File: src/rtl/sprite_draw_sequencer.sv
// -----------------------------------------------------------------------------
// sprite_draw_sequencer
//
// Walks the objects of one game frame (bird, upper pipe, lower pipe, coin) and
// emits one pixel per clock to a VGA framebuffer adapter. Each object is a
// rectangle scanned row-major, with the column counter running fastest.
// Objects that have nothing to draw are skipped without spending a cycle.
// Pixels falling off the 160x120 screen still take their cycle but are not
// written.
//
// Handshake: start is a one-cycle request. It is accepted only in IDLE and is
// ignored while a frame is running. There is no back-pressure. plot is a write
// strobe that qualifies x/y/colour in the same cycle. busy covers the frame
// from LATCH up to the last pixel. done pulses for one cycle in FINISH, and
// busy is already low in that cycle.
//
// Ports
//   clk, reset             clock; asynchronous active-high reset
//   start, erase           frame request; erase = draw in background colour
//   birdX, birdY           bird top-left corner
//   pipeX, gapY            pipe left column, first row of the gap
//   coinX, coinY, coinValid coin top-left corner and presence
//   x, y, colour, plot     registered pixel write to the VGA adapter
//   busy, done             frame status
//   dbgState               current FSM state (debug observation only)
// -----------------------------------------------------------------------------
module sprite_draw_sequencer #(
    parameter int BIRD_W = 4,
    parameter int BIRD_H = 4,
    parameter int PIPE_W = 8,
    parameter int GAP_H  = 40,
    parameter int COIN_S = 2
) (
    input  logic       clk,
    input  logic       reset,
    input  logic       start,
    input  logic       erase,
    input  logic [7:0] birdX,
    input  logic [6:0] birdY,
    input  logic [7:0] pipeX,
    input  logic [6:0] gapY,
    input  logic [7:0] coinX,
    input  logic [6:0] coinY,
    input  logic       coinValid,
    output logic [7:0] x,
    output logic [6:0] y,
    output logic [2:0] colour,
    output logic       plot,
    output logic       busy,
    output logic       done,
    output logic [2:0] dbgState
);

    typedef enum logic [2:0] {
        IDLE     = 3'd0,
        LATCH    = 3'd1,
        BIRD     = 3'd2,
        PIPE_TOP = 3'd3,
        PIPE_BOT = 3'd4,
        COIN     = 3'd5,
        FINISH   = 3'd6
    } state_t;

    localparam logic [8:0] SCREEN_W = 9'd160;
    localparam logic [8:0] SCREEN_H = 9'd120;

    localparam logic [7:0] BW = 8'(BIRD_W);
    localparam logic [7:0] BH = 8'(BIRD_H);
    localparam logic [7:0] PW = 8'(PIPE_W);
    localparam logic [7:0] CS = 8'(COIN_S);

    localparam logic [2:0] COL_ERASE = 3'b111;
    localparam logic [2:0] COL_BIRD  = 3'b110;
    localparam logic [2:0] COL_PIPE  = 3'b010;
    localparam logic [2:0] COL_COIN  = 3'b100;

    state_t     state, stateNext;
    logic [7:0] col, colNext;
    logic [7:0] row, rowNext;

    // Frame parameters frozen in LATCH.
    logic [7:0] latBirdX, latPipeX, latCoinX;
    logic [6:0] latBirdY, latGapY, latCoinY;
    logic       latErase, latCoinValid;

    // Geometry derived from the latched frame.
    logic [8:0] botTop;
    logic [7:0] botRows;
    logic       hasTop, hasBot;
    state_t     afterBird, afterTop, afterBot;

    logic [7:0] curW, curH;
    logic       lastCol, lastRow;

    // Pixel that becomes visible on the outputs in the next cycle.
    logic [7:0] srcBirdX;
    logic [6:0] srcBirdY;
    logic       srcErase;
    logic [7:0] ox, oy;
    logic [2:0] objColour;
    logic       nextDraw;
    logic [8:0] pixX, pixY;
    logic       clipped;

    // The lower pipe starts below the gap. The sum is 9 bits wide, so a large
    // gapY cannot wrap around into a bogus on-screen row.
    assign botTop  = 9'(latGapY) + 9'(GAP_H);
    assign hasBot  = (botTop < SCREEN_H);
    assign botRows = hasBot ? 8'(SCREEN_H - botTop) : 8'd0;
    assign hasTop  = (latGapY != 7'd0);

    // Skipping an object means choosing the next non-empty one directly.
    // This is why a skipped object costs no cycles.
    assign afterBot  = latCoinValid ? COIN : FINISH;
    assign afterTop  = hasBot ? PIPE_BOT : afterBot;
    assign afterBird = hasTop ? PIPE_TOP : afterTop;

    // Size of the rectangle being scanned in the current state.
    always_comb begin
        curW = 8'd1;
        curH = 8'd1;
        case (state)
            BIRD: begin
                curW = BW;
                curH = BH;
            end
            PIPE_TOP: begin
                curW = PW;
                curH = 8'(latGapY);
            end
            PIPE_BOT: begin
                curW = PW;
                curH = botRows;
            end
            COIN: begin
                curW = CS;
                curH = CS;
            end
            default: begin
                curW = 8'd1;
                curH = 8'd1;
            end
        endcase
    end

    assign lastCol = (col == curW - 8'd1);
    assign lastRow = (row == curH - 8'd1);

    // Next-state and counter logic.
    always_comb begin
        stateNext = state;
        colNext   = col;
        rowNext   = row;
        case (state)
            IDLE: begin
                if (start) begin
                    stateNext = LATCH;
                end
            end
            LATCH: begin
                stateNext = BIRD;
                colNext   = 8'd0;
                rowNext   = 8'd0;
            end
            BIRD, PIPE_TOP, PIPE_BOT, COIN: begin
                if (!lastCol) begin
                    colNext = col + 8'd1;
                end else begin
                    colNext = 8'd0;
                    if (!lastRow) begin
                        rowNext = row + 8'd1;
                    end else begin
                        rowNext = 8'd0;
                        case (state)
                            BIRD:     stateNext = afterBird;
                            PIPE_TOP: stateNext = afterTop;
                            PIPE_BOT: stateNext = afterBot;
                            default:  stateNext = FINISH;
                        endcase
                    end
                end
            end
            FINISH: begin
                stateNext = IDLE;
            end
            default: begin
                stateNext = IDLE;
            end
        endcase
    end

    // The first bird pixel is registered at the end of LATCH, in the same edge
    // that latches the inputs. That pixel must therefore come from the live
    // inputs rather than from the latched copies.
    assign srcBirdX = (state == LATCH) ? birdX : latBirdX;
    assign srcBirdY = (state == LATCH) ? birdY : latBirdY;
    assign srcErase = (state == LATCH) ? erase : latErase;

    always_comb begin
        ox        = 8'd0;
        oy        = 8'd0;
        objColour = COL_BIRD;
        nextDraw  = 1'b0;
        case (stateNext)
            BIRD: begin
                ox        = srcBirdX;
                oy        = 8'(srcBirdY);
                objColour = COL_BIRD;
                nextDraw  = 1'b1;
            end
            PIPE_TOP: begin
                ox        = latPipeX;
                oy        = 8'd0;
                objColour = COL_PIPE;
                nextDraw  = 1'b1;
            end
            PIPE_BOT: begin
                ox        = latPipeX;
                oy        = botTop[7:0];
                objColour = COL_PIPE;
                nextDraw  = 1'b1;
            end
            COIN: begin
                ox        = latCoinX;
                oy        = 8'(latCoinY);
                objColour = COL_COIN;
                nextDraw  = 1'b1;
            end
            default: begin
                ox        = 8'd0;
                oy        = 8'd0;
                objColour = COL_BIRD;
                nextDraw  = 1'b0;
            end
        endcase
    end

    assign pixX    = 9'(ox) + 9'(colNext);
    assign pixY    = 9'(oy) + 9'(rowNext);
    assign clipped = (pixX >= SCREEN_W) || (pixY >= SCREEN_H);

    // State register and scan counters.
    always_ff @(posedge clk or posedge reset) begin
        if (reset) begin
            state <= IDLE;
            col   <= 8'd0;
            row   <= 8'd0;
        end else begin
            state <= stateNext;
            col   <= colNext;
            row   <= rowNext;
        end
    end

    // Frame parameter latch.
    always_ff @(posedge clk or posedge reset) begin
        if (reset) begin
            latBirdX     <= 8'd0;
            latBirdY     <= 7'd0;
            latPipeX     <= 8'd0;
            latGapY      <= 7'd0;
            latCoinX     <= 8'd0;
            latCoinY     <= 7'd0;
            latErase     <= 1'b0;
            latCoinValid <= 1'b0;
        end else if (state == LATCH) begin
            latBirdX     <= birdX;
            latBirdY     <= birdY;
            latPipeX     <= pipeX;
            latGapY      <= gapY;
            latCoinX     <= coinX;
            latCoinY     <= coinY;
            latErase     <= erase;
            latCoinValid <= coinValid;
        end
    end

    // Registered pixel outputs. Outside the draw states, x/y/colour keep the
    // last pixel and plot stays low.
    always_ff @(posedge clk or posedge reset) begin
        if (reset) begin
            x      <= 8'd0;
            y      <= 7'd0;
            colour <= 3'd0;
            plot   <= 1'b0;
        end else if (nextDraw) begin
            x      <= pixX[7:0];
            y      <= pixY[6:0];
            colour <= srcErase ? COL_ERASE : objColour;
            plot   <= !clipped;
        end else begin
            plot   <= 1'b0;
        end
    end

    assign busy     = (state == LATCH) || (state == BIRD) || (state == PIPE_TOP) ||
                      (state == PIPE_BOT) || (state == COIN);
    assign done     = (state == FINISH);
    assign dbgState = state;

endmodule

File: config.mk
export PLATFORM = sky130hd
export DESIGN_NAME = sprite_draw_sequencer
export DESIGN_NICKNAME = d
export VERILOG_FILES = /design/src/rtl/sprite_draw_sequencer.sv
export SDC_FILE = /design/constraint.sdc
export NUM_CORES = 1
export LEC_CHECK = 0
export BUFFER_PORTS_ARGS = -buffer_cell sky130_fd_sc_hd__buf_2
export CELL_PAD_IN_SITES_DETAIL_PLACEMENT = 1
export CELL_PAD_IN_SITES_GLOBAL_PLACEMENT = 1
export CORE_UTILIZATION = 45
export CTS_BUF_LIST = sky130_fd_sc_hd__clkbuf_4
export CTS_CLUSTER_SIZE = 40
export DETAILED_ROUTE_END_ITERATION = 12
export PLACE_DENSITY_LB_ADDON = 0.2
export SYNTH_ARGS = -nofsm -noshare
export SYNTH_HDL_FRONTEND = slang
export SYNTH_SLANG_ARGS = --single-unit
export TNS_END_PERCENT = 10
File: constraint.sdc
create_clock -name clk -period 14.5 [get_ports clk]
set_input_delay 0.725 -clock clk [delete_from_list [all_inputs] [get_ports clk]]
set_output_delay 0.725 -clock clk [all_outputs]
set_load 0.005 [all_outputs]
==> summary.txt <==
status - finished, final reports clean
remaining antenna violation count - 0
share of the clock period used by the worst path - 48.82%
total grt overflow - 0
combined area of all synthesized cells - 5540 sq um
average cell area after synthesis - 9.619 sq um
pin count of the biggest net entering global routing - 86
Internal Power - 755.6 uW
Synth Instances - 576
worst endpoint data arrival time - 7.40 ns
CTS sink cnt - 85
cell accounting for the most synthesized area - sky130_fd_sc_hd__dfrtp_1
via count of the first global-routing pass - 4827
Worst Setup EP - plot$_DFF_PP0_
register bit count reported by yosys - 85
maximum net fanout on the critical path - 24
number of design-rule violations left by the first detailed-router iteration - 237
cell with the most instances after synthesis - sky130_fd_sc_hd__dfrtp_1
standard-cell rows - 40
slew at the pin with the worst max-slew slack - 1.085 ns
mean number of vias per cell - 5.978
insertion delay to the later sink of the worst-skew pair - 0.47 ns
top cells by area, synth - sky130_fd_sc_hd__dfrtp_1 (38%), sky130_fd_sc_hd__mux2_2 (10%), sky130_fd_sc_hd__ha_1 (5.2%)
Post CTS Setup Buffer Count - 0
area share of the largest cell type after synthesis - 38.39%
relative contribution of sequential cells to total power - 31.3%
post-detailed-placement half-perimeter wirelength - 11750 microns
required time worst endpoint - 14.82 ns
wire length after detailed routing - 15410 microns
proportion of register bits with asynchronous set or reset after synthesis - 100.0%
gpl congestion - 0.8908
Setup crit end kind - register
number of distinct library cells after synthesis - 64
dpl cells - 766
Power per Cell Area - 230.8 nW/um^2
max-cap viol count - 0
FF-to-FF path depth - 28
final critical-path required period - 7.079 ns
post-CTS sizing - 0
CTS tree - built
crit path from - latGapY[3]$_DFFE_PP0P_
maximum clock insertion buffer count - 2
final setup violation count - 0
final count of hold timing violations - 0
share of total power in the clock network - 9.7%
combinational fraction of design power - 59.0%
total CTS buffers - 9
area of the placeable core - 12010 sq um
most common flop cell mapped by yosys - sky130_fd_sc_hd__dfrtp_1
maximum frequency from static timing analysis - 0.1413 GHz
largest stage delay on the critical path - 0.64 ns
Die ar. - 12760 sq um
portion of the post-synthesis area used by sequential elements - 38.39%
reg-to-reg setup timing slack - 7.42 ns
post-placement cell area - 5967 sq um
Die X - 113.0 microns
number of flops mapped to enable cells by yosys - 0
worst setup skew after layout - 0.02168 ns
worst min-delay path category - in -> reg
post-layout instance count excluding filler cells - 781
Leak - 2.651 nW
clock tree root driver cell - sky130_fd_sc_hd__clkbuf_4
drc violations - 0
antenna violations before repair - 1
Sw Ratio - 46.31%
share of layout cells above drive strength 1 - 24.45%
number of nets in the layout - 705
number of nets produced by synthesis - 651
number of buffers inserted for hold repair after clock tree synthesis - 0
number of buffers added on ports - 73
Die Y-Extent - 113.0 microns
worst r2r dst - plot$_DFF_PP0_
worst path setup slack after routing - 7.421 ns
Setup CP Type - reg -> reg
Worst Setup Start Kind - register
clock transition time at the flip-flop clock pins of the worst setup and hold paths - 0.14 ns
switching power of the nets - 651.6 uW
Max Transition Viols Final - 0
routed len/inst - 19.72 microns
most numerous cell types in the synthesized netlist - sky130_fd_sc_hd__dfrtp_1 (85), sky130_fd_sc_hd__mux2_2 (50), sky130_fd_sc_hd__nand2_1 (39)
total number of yosys warnings - 0
global-route wire length before repair - 25150 microns
first-pass detailed-route iteration total - 6
fin area - 6097 sq um
unrepaired setup endpoints after global routing - no
number of levels in the clock H-tree - 3
Crit-path slowest cell - sky130_fd_sc_hd__dfrtp_1
worst relative slew slack - 27.64%
total power draw - 1.407 mW
vias - 4669
initial core utilization - 46.13%
dpl ws - 7.588 ns
area overhead of the layout relative to synthesis - 10.05%
GRT Total Usage - 25.63%
number of top-level pins - 74
number of antenna diodes - 0
worst IR drop on VDD - 0.0001402 V
Fin Setup TNS - 0 ns
worst reg2reg path startpoint - latGapY[3]$_DFFE_PP0P_
-- state kept, by name (all words and copies together) (netlist names) --
| signal | flops |
|---|---|
| col | 8 |
| colour | 3 |
| dbgState | 3 |
| latBirdX | 8 |
| latBirdY | 7 |
| latCoinValid | 1 |
| latCoinX | 8 |
| latCoinY | 7 |
| latErase | 1 |
| latGapY | 7 |
| latPipeX | 8 |
| plot | 1 |
| row | 8 |
| x | 8 |
| y | 7 |
-- power by group through the flow --
stage               registers (mW)  clock network [mW]  logic, mW
finish                       0.441               0.136      0.830
global route                 0.456               0.149      0.921
CTS                          0.441               0.140      0.835
detailed placement           0.446                   0      0.829
global placement             0.439                   0      0.803
floorplan                    0.401                   0      0.642
-- final cells by class --
| cell class | instances | area [sq um] |
|---|---|---|
| fill | 1425 | 5914 |
| multi-input combinational | 440 | 3192 |
| sequential | 85 | 2127 |
| timing repair buffer | 78 | 402.9 |
| tap | 147 | 183.9 |
| clock buffer | 9 | 67.56 |
| clock inverter | 6 | 62.56 |
| inverter | 16 | 61.31 |
-- how the worst min path moves through the flow --
stage | cells after the start | to | startpoint | slack, ns
after global placement | 2 | x[7]$_DFFE_PP0P_ | x[7]$_DFFE_PP0P_ | 0.46
final | 3 | latGapY[1]$_DFFE_PP0P_ | gapY[1] | 0.46
after global routing | 3 | latGapY[1]$_DFFE_PP0P_ | gapY[1] | 0.44
after CTS | 3 | latGapY[1]$_DFFE_PP0P_ | gapY[1] | 0.43
after floorplan | 2 | x[4]$_DFFE_PP0P_ | x[4]$_DFFE_PP0P_ | 0.47
after detailed placement | 2 | x[2]$_DFFE_PP0P_ | x[2]$_DFFE_PP0P_ | 0.47
-- stage by stage --
stage	utilization, %	hold slack [ns]
after detailed placement	49.68	0.4713
after CTS	50.76	0.4322
after global placement	49.68	0.4565
after floorplan	-	0.4704
final	50.76	0.4623
after global routing	50.76	0.4393
-- metal layers --
metal / part of all wire, % / global-route usage, % / up-vias / wire length (microns)
li1: - / - / 2234 / -
met1: 44 / 33.17 / 2311 / 6829
met2: 50 / 43.37 / 98 / 7747
met3: 2.7 / 3.267 / 24 / 418
met4: 2.6 / 10.96 / 2 / 397
met5: 0.071 / 0 / - / 11
-- placed cells by master (no fill, tap or decap), drive strengths merged, types with 5 or more instances in the layout --
master	count
dfrtp	85
buf	78
mux2	53
o21ai	44
nand2	39
nand3	31
a21oi	26
nor2	24
ha	23
xnor2	19
nor3	18
inv	16
o211ai	14
nand2b	13
xor2	11
a32oi	10
o21a	9
nor2b	9
clkbuf	9
a31oi	7
and3	7
nand4	6
nor4	6
a21o	6
and2	5
a22o	5
-- critical path: cells and delay by family, from the launching register on --
family	cells	cell delay, ns
simple gates	4	1.04
fa+ha+maj	4	1.21
compound gates	13	2.62
flops	1	0.64
buf+inv	4	0.66
xor+xnor	2	0.50
mux	1	0.25
-- cell families (layout without fill, tap and decap cells) --
logic type                 Yosys count  count (layout)  share of synthesized area [%]
AOI/OAI and AO/OA                  150             150                          18.25
xor gates and xnor gates            30              30                          4.743
adders and majority gates           25              25                          5.917
buffers and inverters               51             109                          4.133
DFF                                 85              85                          38.39
muxes                               57              57                          11.56
and+or+nand+nor                    178             178                          17.01
No activity file was read; power rests on OpenSTA's default activity.
